## config.mk

```make
export PLATFORM = sky130hd
export DESIGN_NAME = fu_issue_scheduler_flat
export DESIGN_NICKNAME = d
export VERILOG_FILES = /design/src/rtl/fu_issue_scheduler_pkg.sv /design/src/rtl/fu_issue_scheduler_if.sv /design/src/rtl/fu_issue_scheduler_age_priority_select.sv /design/src/rtl/fu_issue_scheduler.sv /design/src/flat_wrapper.sv
export SDC_FILE = /design/constraint.sdc
export NUM_CORES = 1
export LEC_CHECK = 0
export BUFFER_PORTS_ARGS = -buffer_cell sky130_fd_sc_hd__buf_2
export CORE_UTILIZATION = 30
export DETAILED_ROUTE_END_ITERATION = 12
export PLACE_DENSITY_LB_ADDON = 0.05
export SLEW_MARGIN = 25
export SYNTH_ARGS = -nofsm -noshare
export SYNTH_HDL_FRONTEND = slang
export SYNTH_SLANG_ARGS = --single-unit
```

## constraint.sdc

```tcl
create_clock -name clock -period 36.5 [get_ports clock]
set_input_delay 0 -clock clock [delete_from_list [all_inputs] [get_ports clock]]
set_output_delay 0 -clock clock [all_outputs]
set_load 0.05 [all_outputs]
```

## src/rtl/fu_issue_scheduler_pkg.sv

```systemverilog
// Shared types and constants for the FU issue scheduler.
// Optional perf counters are enabled by defining ISSUE_PERF_CNT_EN.
package fu_issue_scheduler_pkg;

    localparam int SUPERSCALAR_WAYS = 3;

    localparam int N_REQ     = 8;
    localparam int N_WAYS    = SUPERSCALAR_WAYS;
    localparam int N_ALU     = 3;
    localparam int N_MULT    = 2;
    localparam int MULT_BUSY = 4;
    localparam int ROB_W     = 5;

    localparam int IDX_W     = $clog2(N_REQ);
    localparam int ALU_CNT_W = $clog2(N_ALU + 1);
    localparam int MCNT_W    = (MULT_BUSY > 1) ? $clog2(MULT_BUSY) : 1;
    localparam int POP_W     = $clog2(N_WAYS + 1);

    typedef enum logic [1:0] {
        FU_ALU  = 2'd0,
        FU_MULT = 2'd1,
        FU_LSU  = 2'd2,
        FU_RSVD = 2'd3
    } fu_class_t;

    typedef struct packed {
        logic             valid;
        logic [IDX_W-1:0] idx;
        fu_class_t        fu_class;
        logic [1:0]       unit;
    } sched_grant_t;

    // Age relative to the ROB head; modular so wrapped indices rank correctly.
    function automatic logic [ROB_W-1:0] rob_age(input logic [ROB_W-1:0] idx,
                                                 input logic [ROB_W-1:0] head);
        return idx - head;
    endfunction

    function automatic logic class_has_unit(input fu_class_t             cls,
                                            input logic [ALU_CNT_W-1:0] alu_used,
                                            input logic [N_MULT-1:0]    mult_free,
                                            input logic                 lsu_free);
        logic ok;
        ok = 1'b0;
        case (cls)
            FU_ALU:  ok = (alu_used < ALU_CNT_W'(N_ALU));
            FU_MULT: ok = |mult_free;
            FU_LSU:  ok = lsu_free;
            default: ok = 1'b0;
        endcase
        return ok;
    endfunction

endpackage

```

## src/rtl/fu_issue_scheduler_if.sv

```systemverilog
// Request/grant bundle between the reservation station and the issue scheduler.
interface fu_issue_scheduler_if;
    import fu_issue_scheduler_pkg::*;

    logic [N_REQ-1:0]             req_valid;
    logic [N_REQ-1:0][1:0]        req_class;
    logic [N_REQ-1:0][ROB_W-1:0]  req_rob_idx;
    logic [ROB_W-1:0]             rob_head;
    logic                         squash;
    logic                         lsu_done;
    logic                         issue_en;

    logic [N_WAYS-1:0]            grant_valid;
    logic [N_WAYS-1:0][IDX_W-1:0] grant_idx;
    logic [N_WAYS-1:0][1:0]       grant_class;
    logic [N_WAYS-1:0][1:0]       grant_unit;
    logic [N_MULT-1:0]            mult_busy;
    logic                         lsu_busy;

    modport master (
        output req_valid, req_class, req_rob_idx, rob_head, squash, lsu_done, issue_en,
        input  grant_valid, grant_idx, grant_class, grant_unit, mult_busy, lsu_busy
    );

    modport slave (
        input  req_valid, req_class, req_rob_idx, rob_head, squash, lsu_done, issue_en,
        output grant_valid, grant_idx, grant_class, grant_unit, mult_busy, lsu_busy
    );

endinterface

```

## src/rtl/fu_issue_scheduler_age_priority_select.sv

```systemverilog
// Picks the oldest (smallest age) entry among those enabled by mask; ties go to the lower index.
module fu_issue_scheduler_age_priority_select #(
    parameter int N  = 8,
    parameter int AW = 5
) (
    input  logic [N-1:0]         mask,
    input  logic [N-1:0][AW-1:0] age,
    output logic [N-1:0]         onehot,
    output logic                 found
);

    logic [AW-1:0] best;

    always_comb begin
        onehot = '0;
        found  = 1'b0;
        best   = '0;
        // Strict less-than keeps the earlier (lower) index on equal ages.
        for (int i = 0; i < N; i++) begin
            if (mask[i] && (!found || (age[i] < best))) begin
                onehot    = '0;
                onehot[i] = 1'b1;
                best      = age[i];
                found     = 1'b1;
            end
        end
    end

endmodule

```

## src/rtl/fu_issue_scheduler.sv

```systemverilog
// Oldest-first issue arbitration of RS candidates onto issue slots with ALU/MULT/LSU occupancy.
// Define ISSUE_PERF_CNT_EN to add the perf_issued / perf_struct_stall counters.
module fu_issue_scheduler
    import fu_issue_scheduler_pkg::*;
(
    input  logic                  clock,
    input  logic                  reset,
    fu_issue_scheduler_if.slave   bus
`ifdef ISSUE_PERF_CNT_EN
    ,
    output logic [31:0]           perf_issued,
    output logic [31:0]           perf_struct_stall
`endif
);

    logic [N_MULT-1:0][MCNT_W-1:0] mult_cnt_reg;
    logic                          lsu_busy_reg;

    logic [N_REQ-1:0][ROB_W-1:0]   age;
    logic [N_MULT-1:0]             mult_free0;
    logic                          lsu_free0;
    logic                          issue_gate;
    logic [N_MULT-1:0]             mult_load;
    logic                          lsu_take;

    // Grants are forced low while reset is asserted, independent of the clock.
    assign issue_gate = reset && bus.issue_en && !bus.squash;
    assign lsu_free0  = !lsu_busy_reg || bus.lsu_done;

    for (genvar gi = 0; gi < N_REQ; gi++) begin : g_age
        assign age[gi] = rob_age(bus.req_rob_idx[gi], bus.rob_head);
    end

    for (genvar gi = 0; gi < N_MULT; gi++) begin : g_mult_free
        assign mult_free0[gi]    = (mult_cnt_reg[gi] == '0);
        assign bus.mult_busy[gi] = (mult_cnt_reg[gi] != '0);
    end

    assign bus.lsu_busy = lsu_busy_reg;

    // Each slot sees the units and entries left over by the slots before it.
    for (genvar gi = 0; gi < N_WAYS; gi++) begin : slot_g
        logic [N_REQ-1:0]     taken_in, taken_out, elig, onehot;
        logic [ALU_CNT_W-1:0] alu_in, alu_out;
        logic [N_MULT-1:0]    mult_in, mult_out, mult_pick;
        logic                 lsu_in, lsu_out;
        logic                 found, fire;
        logic [IDX_W-1:0]     sel_idx;
        fu_class_t            sel_class;
        logic [1:0]           sel_unit;
        sched_grant_t         grant;

        if (gi == 0) begin : g_first
            assign taken_in = '0;
            assign alu_in   = '0;
            assign mult_in  = mult_free0;
            assign lsu_in   = lsu_free0;
        end else begin : g_chain
            assign taken_in = slot_g[gi-1].taken_out;
            assign alu_in   = slot_g[gi-1].alu_out;
            assign mult_in  = slot_g[gi-1].mult_out;
            assign lsu_in   = slot_g[gi-1].lsu_out;
        end

        always_comb begin
            elig = '0;
            for (int i = 0; i < N_REQ; i++) begin
                elig[i] = bus.req_valid[i] && !taken_in[i] &&
                          class_has_unit(fu_class_t'(bus.req_class[i]), alu_in, mult_in, lsu_in);
            end
        end

        fu_issue_scheduler_age_priority_select #(
            .N  (N_REQ),
            .AW (ROB_W)
        ) u_select (
            .mask   (elig),
            .age    (age),
            .onehot (onehot),
            .found  (found)
        );

        assign fire      = found && issue_gate;
        assign mult_pick = mult_in & (~mult_in + N_MULT'(1));

        always_comb begin
            sel_idx   = '0;
            sel_class = FU_ALU;
            for (int i = 0; i < N_REQ; i++) begin
                if (onehot[i]) begin
                    sel_idx   = IDX_W'(i);
                    sel_class = fu_class_t'(bus.req_class[i]);
                end
            end
        end

        always_comb begin
            taken_out = taken_in;
            alu_out   = alu_in;
            mult_out  = mult_in;
            lsu_out   = lsu_in;
            sel_unit  = '0;
            if (fire) begin
                taken_out = taken_in | onehot;
                case (sel_class)
                    FU_ALU: begin
                        sel_unit = 2'(alu_in);
                        alu_out  = alu_in + ALU_CNT_W'(1);
                    end
                    FU_MULT: begin
                        for (int m = 0; m < N_MULT; m++) begin
                            if (mult_pick[m]) sel_unit = 2'(m);
                        end
                        mult_out = mult_in & ~mult_pick;
                    end
                    FU_LSU:  lsu_out = 1'b0;
                    default: ;
                endcase
            end
        end

        assign grant.valid    = fire;
        assign grant.idx      = fire ? sel_idx : '0;
        assign grant.fu_class = fire ? sel_class : FU_ALU;
        assign grant.unit     = fire ? sel_unit : '0;

        assign bus.grant_valid[gi] = grant.valid;
        assign bus.grant_idx[gi]   = grant.idx;
        assign bus.grant_class[gi] = 2'(grant.fu_class);
        assign bus.grant_unit[gi]  = grant.unit;
    end

    assign mult_load = mult_free0 & ~slot_g[N_WAYS-1].mult_out;
    assign lsu_take  = lsu_free0 && !slot_g[N_WAYS-1].lsu_out;

    always_ff @(posedge clock or negedge reset) begin
        if (!reset) begin
            mult_cnt_reg <= '0;
            lsu_busy_reg <= 1'b0;
        end else if (bus.squash) begin
            mult_cnt_reg <= '0;
            lsu_busy_reg <= 1'b0;
        end else begin
            for (int m = 0; m < N_MULT; m++) begin
                if (mult_load[m]) begin
                    mult_cnt_reg[m] <= MCNT_W'(MULT_BUSY - 1);
                end else if (mult_cnt_reg[m] != '0) begin
                    mult_cnt_reg[m] <= mult_cnt_reg[m] - MCNT_W'(1);
                end
            end
            if (lsu_take) begin
                lsu_busy_reg <= 1'b1;
            end else if (bus.lsu_done) begin
                lsu_busy_reg <= 1'b0;
            end
        end
    end

`ifdef ISSUE_PERF_CNT_EN
    logic [31:0]      perf_issued_reg;
    logic [31:0]      perf_struct_stall_reg;
    logic [POP_W-1:0] issue_pop;
    logic [32:0]      issued_sum;
    logic [N_REQ-1:0] stall_vec;
    logic             struct_stall;

    always_comb begin
        issue_pop = '0;
        for (int w = 0; w < N_WAYS; w++) begin
            issue_pop = issue_pop + POP_W'(bus.grant_valid[w]);
        end
    end

    // A stall only counts when a slot went unused, so the refusal was purely a unit shortage.
    always_comb begin
        stall_vec = '0;
        for (int i = 0; i < N_REQ; i++) begin
            stall_vec[i] = bus.req_valid[i] && !slot_g[N_WAYS-1].taken_out[i] &&
                           (bus.req_class[i] != 2'(FU_RSVD)) &&
                           !class_has_unit(fu_class_t'(bus.req_class[i]),
                                           slot_g[N_WAYS-1].alu_out,
                                           slot_g[N_WAYS-1].mult_out,
                                           slot_g[N_WAYS-1].lsu_out);
        end
    end

    assign struct_stall = issue_gate && !bus.grant_valid[N_WAYS-1] && (|stall_vec);
    assign issued_sum   = {1'b0, perf_issued_reg} + 33'(issue_pop);

    always_ff @(posedge clock or negedge reset) begin
        if (!reset) begin
            perf_issued_reg       <= '0;
            perf_struct_stall_reg <= '0;
        end else begin
            perf_issued_reg <= issued_sum[32] ? '1 : issued_sum[31:0];
            if (struct_stall && (perf_struct_stall_reg != '1)) begin
                perf_struct_stall_reg <= perf_struct_stall_reg + 32'd1;
            end
        end
    end

    assign perf_issued       = perf_issued_reg;
    assign perf_struct_stall = perf_struct_stall_reg;
`endif

endmodule
```

## src/flat_wrapper.sv

```systemverilog
// flat-port wrapper written by rule: the top's interface ports become plain ports
module fu_issue_scheduler_flat import fu_issue_scheduler_pkg::*;
  (clock, reset, bus_req_valid, bus_req_class, bus_req_rob_idx, bus_rob_head, bus_squash, bus_lsu_done, bus_issue_en, bus_grant_valid, bus_grant_idx, bus_grant_class, bus_grant_unit, bus_mult_busy, bus_lsu_busy);
  fu_issue_scheduler_if bus_i ();
  input  logic clock;
  input  logic reset;
  input wire logic [$bits(bus_i.req_valid)-1:0] bus_req_valid;
  input wire logic [$bits(bus_i.req_class)-1:0] bus_req_class;
  input wire logic [$bits(bus_i.req_rob_idx)-1:0] bus_req_rob_idx;
  input wire logic [$bits(bus_i.rob_head)-1:0] bus_rob_head;
  input wire logic [$bits(bus_i.squash)-1:0] bus_squash;
  input wire logic [$bits(bus_i.lsu_done)-1:0] bus_lsu_done;
  input wire logic [$bits(bus_i.issue_en)-1:0] bus_issue_en;
  output wire logic [$bits(bus_i.grant_valid)-1:0] bus_grant_valid;
  output wire logic [$bits(bus_i.grant_idx)-1:0] bus_grant_idx;
  output wire logic [$bits(bus_i.grant_class)-1:0] bus_grant_class;
  output wire logic [$bits(bus_i.grant_unit)-1:0] bus_grant_unit;
  output wire logic [$bits(bus_i.mult_busy)-1:0] bus_mult_busy;
  output wire logic [$bits(bus_i.lsu_busy)-1:0] bus_lsu_busy;
  assign bus_i.req_valid = bus_req_valid;
  assign bus_i.req_class = bus_req_class;
  assign bus_i.req_rob_idx = bus_req_rob_idx;
  assign bus_i.rob_head = bus_rob_head;
  assign bus_i.squash = bus_squash;
  assign bus_i.lsu_done = bus_lsu_done;
  assign bus_i.issue_en = bus_issue_en;
  assign bus_grant_valid = bus_i.grant_valid;
  assign bus_grant_idx = bus_i.grant_idx;
  assign bus_grant_class = bus_i.grant_class;
  assign bus_grant_unit = bus_i.grant_unit;
  assign bus_mult_busy = bus_i.mult_busy;
  assign bus_lsu_busy = bus_i.lsu_busy;
  fu_issue_scheduler u_core (.clock(clock), .reset(reset), .bus(bus_i));
endmodule
```

==> results of run 1 <==
cell type report:
class | instances | area share
repair buffers | 552 | 0.2957
inverters | 96 | 0.02657
flip-flops and latches | 5 | 0.009069
clock buffers | 4 | 0.005714
multi-input cells | 970 | 0.6326
well taps | 335 | 0.03038
synthesized netlist by cell type (10+ instances only):
cell type / count / area, um^2
nor2_1: 74 / 277.8
mux2i_1: 13 / 130.1
mux2_2: 19 / 214.0
inv_1: 94 / 352.8
nand2_1: 108 / 405.4
o21ai_1: 13 / 65.06
a21oi_1: 98 / 490.5
nand3_1: 21 / 105.1
nand4_1: 18 / 112.6
and3_1: 10 / 62.56
clkbuf_1: 17 / 63.81
nand2b_1: 14 / 87.58
o21ai_0: 68 / 340.3
o22ai_1: 10 / 62.56
and2_1: 15 / 93.84
a21o_1: 51 / 382.9
o21a_1: 20 / 150.1
o211ai_1: 20 / 150.1
nor3_1: 17 / 85.08
a31oi_1: 15 / 93.84
a211oi_1: 15 / 112.6
xnor2_1: 21 / 183.9
xor2_1: 11 / 96.34
ha_1: 119 / 1489
routing by layer:
layer,share of wire,wire length (um),up-vias,GRT usage
met2,0.46,18240,327,0.4714
li1,-,-,5225,-
met1,0.45,18160,5034,0.3851
met4,0.031,1222,0,0.06922
met3,0.059,2346,59,0.04093
met5,0,0,-,0
worst max-delay path, delay by kind of cell, from the launching register on:
| family | cells | cell delay, ns |
|---|---|---|
| buffers and inverters | 22 | 2.97 |
| adders and majority gates | 21 | 5.93 |
| AOI/OAI and AO/OA | 102 | 16.67 |
| DFF | 1 | 0.37 |
| and+or+nand+nor | 57 | 7.52 |
| muxes | 9 | 2.53 |
logic make-up after synthesis:
family / after synthesis / synth area share
flops: 5 / 0.01582
compound gates: 446 / 0.4160
other cells: 1 / 0.0004741
mux: 33 / 0.04492
buf+inv: 134 / 0.07118
simple gates: 329 / 0.2077
xor+xnor: 32 / 0.03543
fa+ha+maj: 127 / 0.2085
power breakdown:
| part | switching, mW | leakage, nW | total (mW) | internal, mW |
|---|---|---|---|---|
| Clock | 0.00396 | 0.0382 | 0.0185 | 0.0145 |
| Combinational | 0.823 | 6.35 | 1.63 | 0.811 |
| Sequential | 0.00121 | 0.0647 | 0.00917 | 0.00796 |
repair_timing:
item                                   CTS  global route
setup endpoints to repair               12            12
gates cloned                             1             0
gates resized for setup                139           209
pin swaps                               91           168
endpoints found under the hold margin    5             0
setup buffers                           83            57
hold buffers                             1             0
through the flow:
stage                     utilization  hold WS [ns]
after global routing           0.5309       0.05698
after global placement         0.4297       -0.1608
after CTS                      0.4792       0.03682
after floorplan                     -       -0.2956
after detailed placement       0.4297       -0.1572
final                          0.5309       0.05330
worst max-delay path by stage:
stage,from,end
after floorplan,bus_rob_head[1],u_core.mult_cnt_reg[0]$_DFFE_PN0P_
after global placement,bus_rob_head[0],u_core.mult_cnt_reg[3]$_DFFE_PN0P_
after detailed placement,bus_rob_head[0],bus_grant_unit[4]
after CTS,u_core.mult_cnt_reg[2]$_DFFE_PN0P_,bus_grant_unit[4]
after global routing,u_core.mult_cnt_reg[2]$_DFFE_PN0P_,bus_grant_unit[4]
final,u_core.bus.lsu_busy$_DFFE_PN0P_,bus_grant_unit[4]
==> reports/qor.yml, run 1 <==
layout_commonest_cell: "buf_4"
setup_viol: 0
crit_type: "reg2out"
drive_above_1_share: 0.5335
firstDrtPassIters: 5
crit_path_max_incr_delay_ns: 0.56
syn_avg_cell_area_um2: 7.146
dieArea_um2: 27020
cts.sinks: 5
core_um2: 25980
period_share: 0.9952
crit_slowest_cell: "or4b_4"
hp-class: "in2reg"
register_area_um2: 125.1
nFillCells: 2601
ys_seq_area_frac: 0.01582
antenna_cells: 0
antenna_found_initial: 0
synth_ff_type: "dfrtp_1"
multi_input_area_um2: 8727
largest_register_ffs: 4
irDropWorstVdd_uv: 85.76
viasPerCell: 5.426
power_density_nw_per_um2: 120.5
cp_data_arrival_time_ns: 36.33
pin_count: 101
drt_iter0_drc: 632
crit_top_cell: "a21o_1"
cp-end-kind: "primary output"
pre_cts_ws_ns: -2.808
wire_per_inst_um: 20.37
syn_area_um2: 7910
p_leak_nw: 6.456
worstMarginPinSlew_ns: 1.228
min-delay-start: "bus_squash"
yosysWarnings: 0
initial_utilization: 0.3044
gp_congestion: 0.9586
r2r_end: "u_core.mult_cnt_reg[3]$_DFFE_PN0P_"
crit_fanout: 7
dpl.hpwl_um: 32490
synthCells: 1107
clkTransAtPathRegs_ns: 0.03
setup_ws_ns: 0.1735
period_minus_slack_ns: 36.33
start_kind: "flip-flop"
cts_max_level: 1
placed_area_um2: 11170
nets: 1829
maxCapViolCount: 0
die_x_um: 164.4
clk_latency_ns: 0.23
power_mw: 1.662
grt_use_total: 0.2845
fp-row-count: 59
tns_ns: 0
status: "finished clean"
vias: 10645
final_cell_count_no_fill: 1962
r2r_setup_slack_ns: 0.19
final_cell_mix: "buf_4, buf_2, ha_1"
tritoncts: "yes"
hold_end: "u_core.mult_cnt_reg[3]$_DFFE_PN0P_"
r2r_start: "u_core.bus.lsu_busy$_DFFE_PN0P_"
drt-total-wl_um: 39970
dp.cells: 1818
drcViolationCount: 0
stdcell_area_um2: 13800
drtAntennaViolNets: 0
syn_to_final_growth_pct: 74.41
rsz0062_at_grt: "yes"
synth_edf_count: 0
cts.path.max_buffers: 2
grt_pass1_wl_um: 58220
cts_buffers: 3
crit_required_ns: 36.50
cts_root_buffer: "clkbuf_16"
grt_pass1_vias: 10254
grt_overflow: 0
hold_violations: 0
die_h_um: 164.4
slew_headroom: 0.1790
synth_cell_types: 108
fmax_mhz: 27.53
yosys_register_bits: 5
fin_skew_ns: 0.001682
hold_depth: 2
numPortBuffers: 98
reg2reg_depth: 211
synthArstFlopShare: 1.000
grt_start_max_net_pins: 16
maxSlewViolCount: 0
Note: power is estimated with default switching activity, not from simulation.
==> inputs of run 2 (changes only) <==
- BUFFER_PORTS_ARGS: -buffer_cell sky130_fd_sc_hd__buf_2 -> default
- DONT_BUFFER_PORTS: default -> 1
==> run 2 against run 1 <==
Compared with the run above: the flow now finishes with violations (setup timing); wire length is 6.2% higher; clock power barely moved; combinational power up 9.8%; final cell count up 0.46%; critical path depth up 7; maximum frequency decreased by 1.7%; final area up 3.8%; power rose by 9.5%; critical path type is now reg2reg; critical endpoint is now u_core.bus.lsu_busy$_DFFE_PN0P_; largest cell class unchanged.
==> reports/qor.yml, run 2 (same netlist as run 1, synthesis figures left out) <==
setup_viol: 12  # +12
start_kind: "flip-flop"
vias: 10973  # +3.1%
status: "finished, violations left"
tritoncts: "yes"
fmax_mhz: 27.06  # -1.7%
drt-total-wl_um: 42450  # +6.2%
crit_top_cell: "buf_4"
multi_input_area_um2: 8895  # +1.9%
core_um2: 25980  # unchanged
cts_buffers: 3  # unchanged
grt_pass1_wl_um: 61870  # +6.3%
cts.path.max_buffers: 2  # unchanged
antenna_cells: 0  # unchanged
slew_headroom: 0.2795  # +0.1005
numPortBuffers: 0  # -100%
power_density_nw_per_um2: 127.0  # +5.5%
cp_data_arrival_time_ns: 37.06  # +0.73 ns
antenna_found_initial: 0  # unchanged
worstMarginPinSlew_ns: 1.080  # -0.1482 ns
crit_type: "reg2reg"
viasPerCell: 5.567  # +2.6%
hold_violations: 0  # unchanged
grt_overflow: 0  # unchanged
cp-end-kind: "flip-flop"
r2r_start: "u_core.bus.lsu_busy$_DFFE_PN0P_"
grt_pass1_vias: 10700  # +4.3%
violations: "setup timing"
postLayoutCoreUtil: 0.5513  # +0.02037
cts_root_buffer: "clkbuf_16"
grt_use_total: 0.3013  # +0.01677
nFillCells: 2461  # -5.4%
p_leak_nw: 6.580  # +1.9%
drtAntennaViolNets: 0  # unchanged
dpl.hpwl_um: 32110  # -1.2%
hp-class: "in2async"
period_minus_slack_ns: 36.96  # +0.6343 ns
largest_register_ffs: 4  # unchanged
r2r_setup_slack_ns: -0.46  # -0.65 ns
syn_to_final_growth_pct: 81.10
fin_skew_ns: 0.001633  # -0.00004905 ns
irDropWorstVdd_uv: 80.27  # -6.4%
cts.sinks: 5  # unchanged
period_share: 1.013  # +0.01738
r2r_end: "u_core.bus.lsu_busy$_DFFE_PN0P_"
clkTransAtPathRegs_ns: 0.03  # about the same
nets: 1838  # +0.49%
wire_per_inst_um: 21.54  # +5.7%
stdcell_area_um2: 14330  # +3.8%
startpoint: "u_core.bus.lsu_busy$_DFFE_PN0P_"
grt_start_max_net_pins: 16  # unchanged
layout_commonest_cell: "buf_4"
clk_latency_ns: 0.23  # about the same
crit_required_ns: 36.60  # +0.10 ns
pre_cts_ws_ns: -3.058  # -0.2503 ns
final_cell_mix: "buf_4, nand2_1, inv_1"
placed_area_um2: 10870  # -2.7%
die_h_um: 164.4  # unchanged
reg2reg_depth: 218  # +3.3%
crit_fanout: 7  # unchanged
cts_max_level: 1  # unchanged
firstDrtPassIters: 5  # unchanged
drive_above_1_share: 0.5458  # +0.01235
die_x_um: 164.4  # unchanged
drt_iter0_drc: 943  # +49%
maxSlewViolCount: 0  # unchanged
rsz0062_at_grt: "yes"
initial_utilization: 0.3044  # unchanged
maxCapViolCount: 0  # unchanged
power_mw: 1.820  # +9.5%
crit_path_max_incr_delay_ns: 0.57  # about the same
dieArea_um2: 27020  # unchanged
register_area_um2: 125.1  # unchanged
final_cell_count_no_fill: 1971  # +0.46%
setup_ws_ns: -0.4608  # -0.6343 ns
drcViolationCount: 0  # unchanged
crit_slowest_cell: "or4b_4"
crit_end: "u_core.bus.lsu_busy$_DFFE_PN0P_"
fp-row-count: 59  # unchanged
dp.cells: 1737  # -4.5%
gp_congestion: 0.9865  # +2.9%
pin_count: 101  # unchanged
## run 2: changes by cell type in the layout (fill, tap and decap cells not counted), moves of 3 or more
cell,change
buf_4,+96
buf_2,-90
buf_12,+5
nand2_2,-5
nor2_1,-5
buf_8,-3
ha_1,-3
ha_4,+3
nand2_4,+3
nand3_1,-3
nand3_2,+3
nor2_4,+3
o21ai_4,+3
## run 2: what timing repair did
item / CTS / global route
gates cloned: 0 / 1
setup endpoints to repair: 12 / 12
pin swaps: 99 / 166
endpoints found under the hold margin: 10 / 0
gates resized for setup: 173 / 187
setup buffers: 182 / 51
hold buffers: 2 / 0
## run 2: layout make-up
cell class	instances	area share
multi-input combinational	969	0.6209
timing repair buffer	562	0.3102
tap	335	0.02926
inverter	96	0.02542
sequential	5	0.008734
clock buffer	4	0.005503
## run 2: worst min-delay path by stage
stage | end | slack [ns] | depth (start not counted)
2_1_floorplan | u_core.bus.lsu_busy$_DFFE_PN0P_ | -0.30 | 0
3_3_place_gp | u_core.mult_cnt_reg[1]$_DFFE_PN0P_ | -0.30 | 0
3_5_place_dp | u_core.mult_cnt_reg[1]$_DFFE_PN0P_ | -0.30 | 0
4_1_cts | u_core.mult_cnt_reg[1]$_DFFE_PN0P_ | 0.08 | 1
5_1_grt | u_core.mult_cnt_reg[1]$_DFFE_PN0P_ | 0.09 | 1
6_report | u_core.mult_cnt_reg[1]$_DFFE_PN0P_ | 0.08 | 1
## run 2: critical path: cells and delay by family, from the launching register on
family | cells | cell delay [ns]
adders and majority gates | 17 | 4.68
DFF | 1 | 0.37
buffers and inverters | 64 | 8.07
AOI/OAI and AO/OA | 83 | 14.67
and+or+nand+nor | 44 | 6.31
muxes | 10 | 2.62
## run 2: routing by layer
layer  global-route usage  share of wire  vias to the layer above
met5                    0              0                        -
li1                     -              -                     5254
met4              0.09216          0.040                        0
met3              0.03315          0.062                       95
met1               0.4091           0.44                     5203
met2               0.4967           0.46                      421
## run 2: power by group
| group | switching [mW] | internal [mW] | total (mW) |
|---|---|---|---|
| Combinational | 0.878 | 0.915 | 1.79 |
| Clock | 0.00382 | 0.0145 | 0.0183 |
| Sequential | 0.00131 | 0.00797 | 0.00928 |
| Total | 0.883 | 0.937 | 1.82 |
## run 2: per-stage QoR
step                TNS (ns)  hold slack (ns)
CTS                   -2.274          0.08114
floorplan                  0          -0.2956
detailed placement    -34.45          -0.2955
global route          -23.61          0.08892
global placement      -32.16          -0.2955
finish                -4.122          0.07740
==> inputs of run 3 (changes only) <==
- ABC_AREA: default -> 1
==> run 3 against run 2 <==
Compared with the run above: hold slack got worse by 0.081 ns; critical path depth fell by 13; largest cell class unchanged; final area shrank 54%; worst setup slack better by 4.3 ns; the flow finishes with violations (hold timing); global-route usage is 7.6 points lower; clock skew is 0.00086 ns lower; critical endpoint is now bus_grant_unit[5]; synthesized cell count shrank 0.36%.
==> reports/qor.yml, run 3 <==
yosysTopAreaCell: "ha_1"
drive_above_1_share: 0.05617  # -0.4897
gp_congestion: 0.8856  # -10%
status: "finished, violations left"
cp_data_arrival_time_ns: 32.63  # -4.43 ns
clk_latency_ns: 0.23  # about the same
crit_fanout: 21  # +14
seq_power_share: 0.018  # +0.013
rsz0062_at_grt: "no"
crit_type: "reg2out"
synth_most_common_cell: "nand2_1"
crit_required_ns: 36.50  # -0.10 ns
switching_power_mw: 0.3902  # -56%
synth_edf_count: 0  # unchanged
irDropWorstVdd_uv: 18.42  # -77%
grt_use_total: 0.2256  # -0.07564
cts_max_level: 1  # unchanged
hp-class: "in2reg"
die_x_um: 146.5  # -11%
yosys-top-cells-count: "nand2_1, ha_1, nor2_1, inv_1, nand3_1"
hold_violations: 1  # +1
final_cell_mix: "nand2_1, ha_1, nor2_1"
cts_buffers: 3  # unchanged
power_density_nw_per_um2: 88.89  # -30%
grt_pass1_vias: 6732  # -37%
drt_iter0_drc: 391  # -59%
fin_skew_ns: 0.0007764  # -0.0008564 ns
p_sw_frac: 0.6611  # +0.1760
register_area_um2: 125.1  # unchanged
crit_slowest_cell: "nor3_4"
fmax_mhz: 30.64  # +13%
clkTransAtPathRegs_ns: 0.03  # about the same
multi_input_area_um2: 5582  # -37%
syn_avg_cell_area_um2: 5.675  # -21%
start_kind: "flip-flop"
slew_headroom: 0.2577  # -0.02189
synth_ff_type: "dfrtp_1"
intPower_mw: 0.2000  # -79%
crit_path_max_incr_delay_ns: 0.48  # -0.09 ns
nFillCells: 2387  # -3.0%
dieArea_um2: 21450  # -21%
cts.sinks: 5  # unchanged
core_um2: 20360  # -22%
viasPerCell: 5.128  # -7.9%
die_h_um: 146.5  # -11%
cp-end-kind: "primary output"
vias: 6953  # -37%
period_minus_slack_ns: 32.63  # -4.327 ns
ys_seq_area_frac: 0.01999  # +0.004170
numPortBuffers: 0  # unchanged
setup_viol: 0  # -12
syn_to_final_growth_pct: 6.056
synthArstFlopShare: 1.000  # unchanged
initial_utilization: 0.3074  # +0.002975
antenna_found_initial: 0  # unchanged
p_clk_frac: 0.030  # +0.020
nets: 1288  # -30%
postLayoutCoreUtil: 0.3260  # -0.2253
firstDrtPassIters: 6  # +1
tns_ns: 0  # +4.122 ns
combinationalPowerShare: 0.951  # -0.034
grt_start_max_net_pins: 22  # +6
hold-worst-slack_ns: -0.003829  # -0.08123 ns
synth_top_area_share: 0.2379  # +0.04963
pin_count: 101  # unchanged
violations: "hold timing"
worstMarginPinSlew_ns: 1.117  # +0.03748 ns
synth_cell_types: 39  # -64%
p_leak_nw: 3.534  # -46%
period_share: 0.8941  # -0.1186
maxCapViolCount: 0  # unchanged
tritoncts: "yes"
cts.path.max_buffers: 2  # unchanged
synthCells: 1103  # -0.36%
dpl.hpwl_um: 20740  # -35%
wire_per_inst_um: 17.96  # -17%
drtAntennaViolNets: 0  # unchanged
maxSlewViolCount: 0  # unchanged
largest_register_ffs: 4  # unchanged
yosys_register_bits: 5  # unchanged
drt-total-wl_um: 24360  # -43%
grt_overflow: 0  # unchanged
syn_area_um2: 6260  # -21%
layout_commonest_cell: "nand2_1"
postCtsSetupRepairBufs: 0  # -100%
crit_top_cell: "nand2_1"
antenna_cells: 0  # unchanged
synthTopCellsByArea: "ha_1, nand2_1, nand3_1, o21ai_0, nor2_1"
yosysWarnings: 0  # unchanged
grt_pass1_wl_um: 38290  # -38%
drcViolationCount: 0  # unchanged
fp-row-count: 52  # -12%
cts_root_buffer: "clkbuf_16"
## run 3: changes by cell type in the layout (fill, tap and decap cells not counted), sizes merged, moves of 20 or more
cell,change
o211ai,-22
nor2,+31
o21ai,+23
nand2,+238
mux2,-20
a21oi,-47
buf,-554
a21o,-50
nand3,+84
## run 3: critical path: cells and delay by family, from the launching register on
kind,cells,cell delay (ns)
AOI/OAI and AO/OA,60,10.85
and+or+nand+nor,118,13.75
adders and majority gates,22,6.76
buffers and inverters,5,0.59
DFF,1,0.36
## run 3: final timing paths
kind,from,slack [ns],to,cells past startpoint
max,u_core.mult_cnt_reg[0]$_DFFE_PN0P_,3.87,bus_grant_unit[5],205
min,bus_squash,-0.004,u_core.mult_cnt_reg[1]$_DFFE_PN0P_,3
max reg2reg,u_core.mult_cnt_reg[0]$_DFFE_PN0P_,4.32,u_core.mult_cnt_reg[3]$_DFFE_PN0P_,204
min reg2reg,u_core.mult_cnt_reg[0]$_DFFE_PN0P_,0.52,u_core.mult_cnt_reg[0]$_DFFE_PN0P_,3
max in group asynchronous,reset,36.25,u_core.mult_cnt_reg[1]$_DFFE_PN0P_,1
min in group asynchronous,reset,0.06,u_core.mult_cnt_reg[2]$_DFFE_PN0P_,1
## run 3: cell type report
type,instances,area share
Multi-Input combinational cell,950,0.8407
Inverter,120,0.06898
Tap cell,270,0.05089
Sequential cell,5,0.01885
Clock buffer,4,0.01187
Timing Repair Buffer,7,0.008669
## run 3: cells by family after synthesis
group | share of synthesized area
buffers and inverters | 0.09614
AO/OA/AOI/OAI | 0.1831
adder cells (fa/ha/maj) | 0.2634
AND/OR/NAND/NOR | 0.3920
XOR/XNOR | 0.04477
other | 0.0005991
flip-flops | 0.01999
## run 3: routing by layer
layer,part of all wire,up-vias,track usage
li1,-,3672,-
met1,0.48,3099,0.3163
met2,0.46,156,0.3798
met3,0.041,26,0.01656
met4,0.019,0,0.03854
met5,0,-,0
## run 3: power groups by stage
stage                     sequential (mW)  combinational, mW  clock (mW)
after floorplan                    0.0102              0.426           0
after global placement             0.0109              0.551           0
after CTS                          0.0107              0.553      0.0180
after global routing               0.0110              0.647      0.0187
final                              0.0107              0.562      0.0179
after detailed placement           0.0106              0.550           0
## run 3: stage by stage
step	hold slack [ns]	std cells	total power, mW	setup slack, ns	cell area, um^2
global placement	-0.2955	1350	0.5622	1.697	6491
global route	0.01428	1356	0.6768	0.05245	6639
CTS	0.001371	1356	0.5817	1.503	6590
detailed placement	-0.2955	1350	0.5608	1.675	6491
floorplan	-0.2956	1104	0.4364	8.515	6264
finish	-0.003829	1356	0.5902	3.867	6639
## run 3: timing repair
| action | in CTS | in global routing |
|---|---|---|
| hold buffers | 2 | 0 |
| endpoints found under the hold margin | 10 | 0 |
| endpoints found under the setup margin | 0 | 12 |
| gates resized for setup | 0 | 48 |
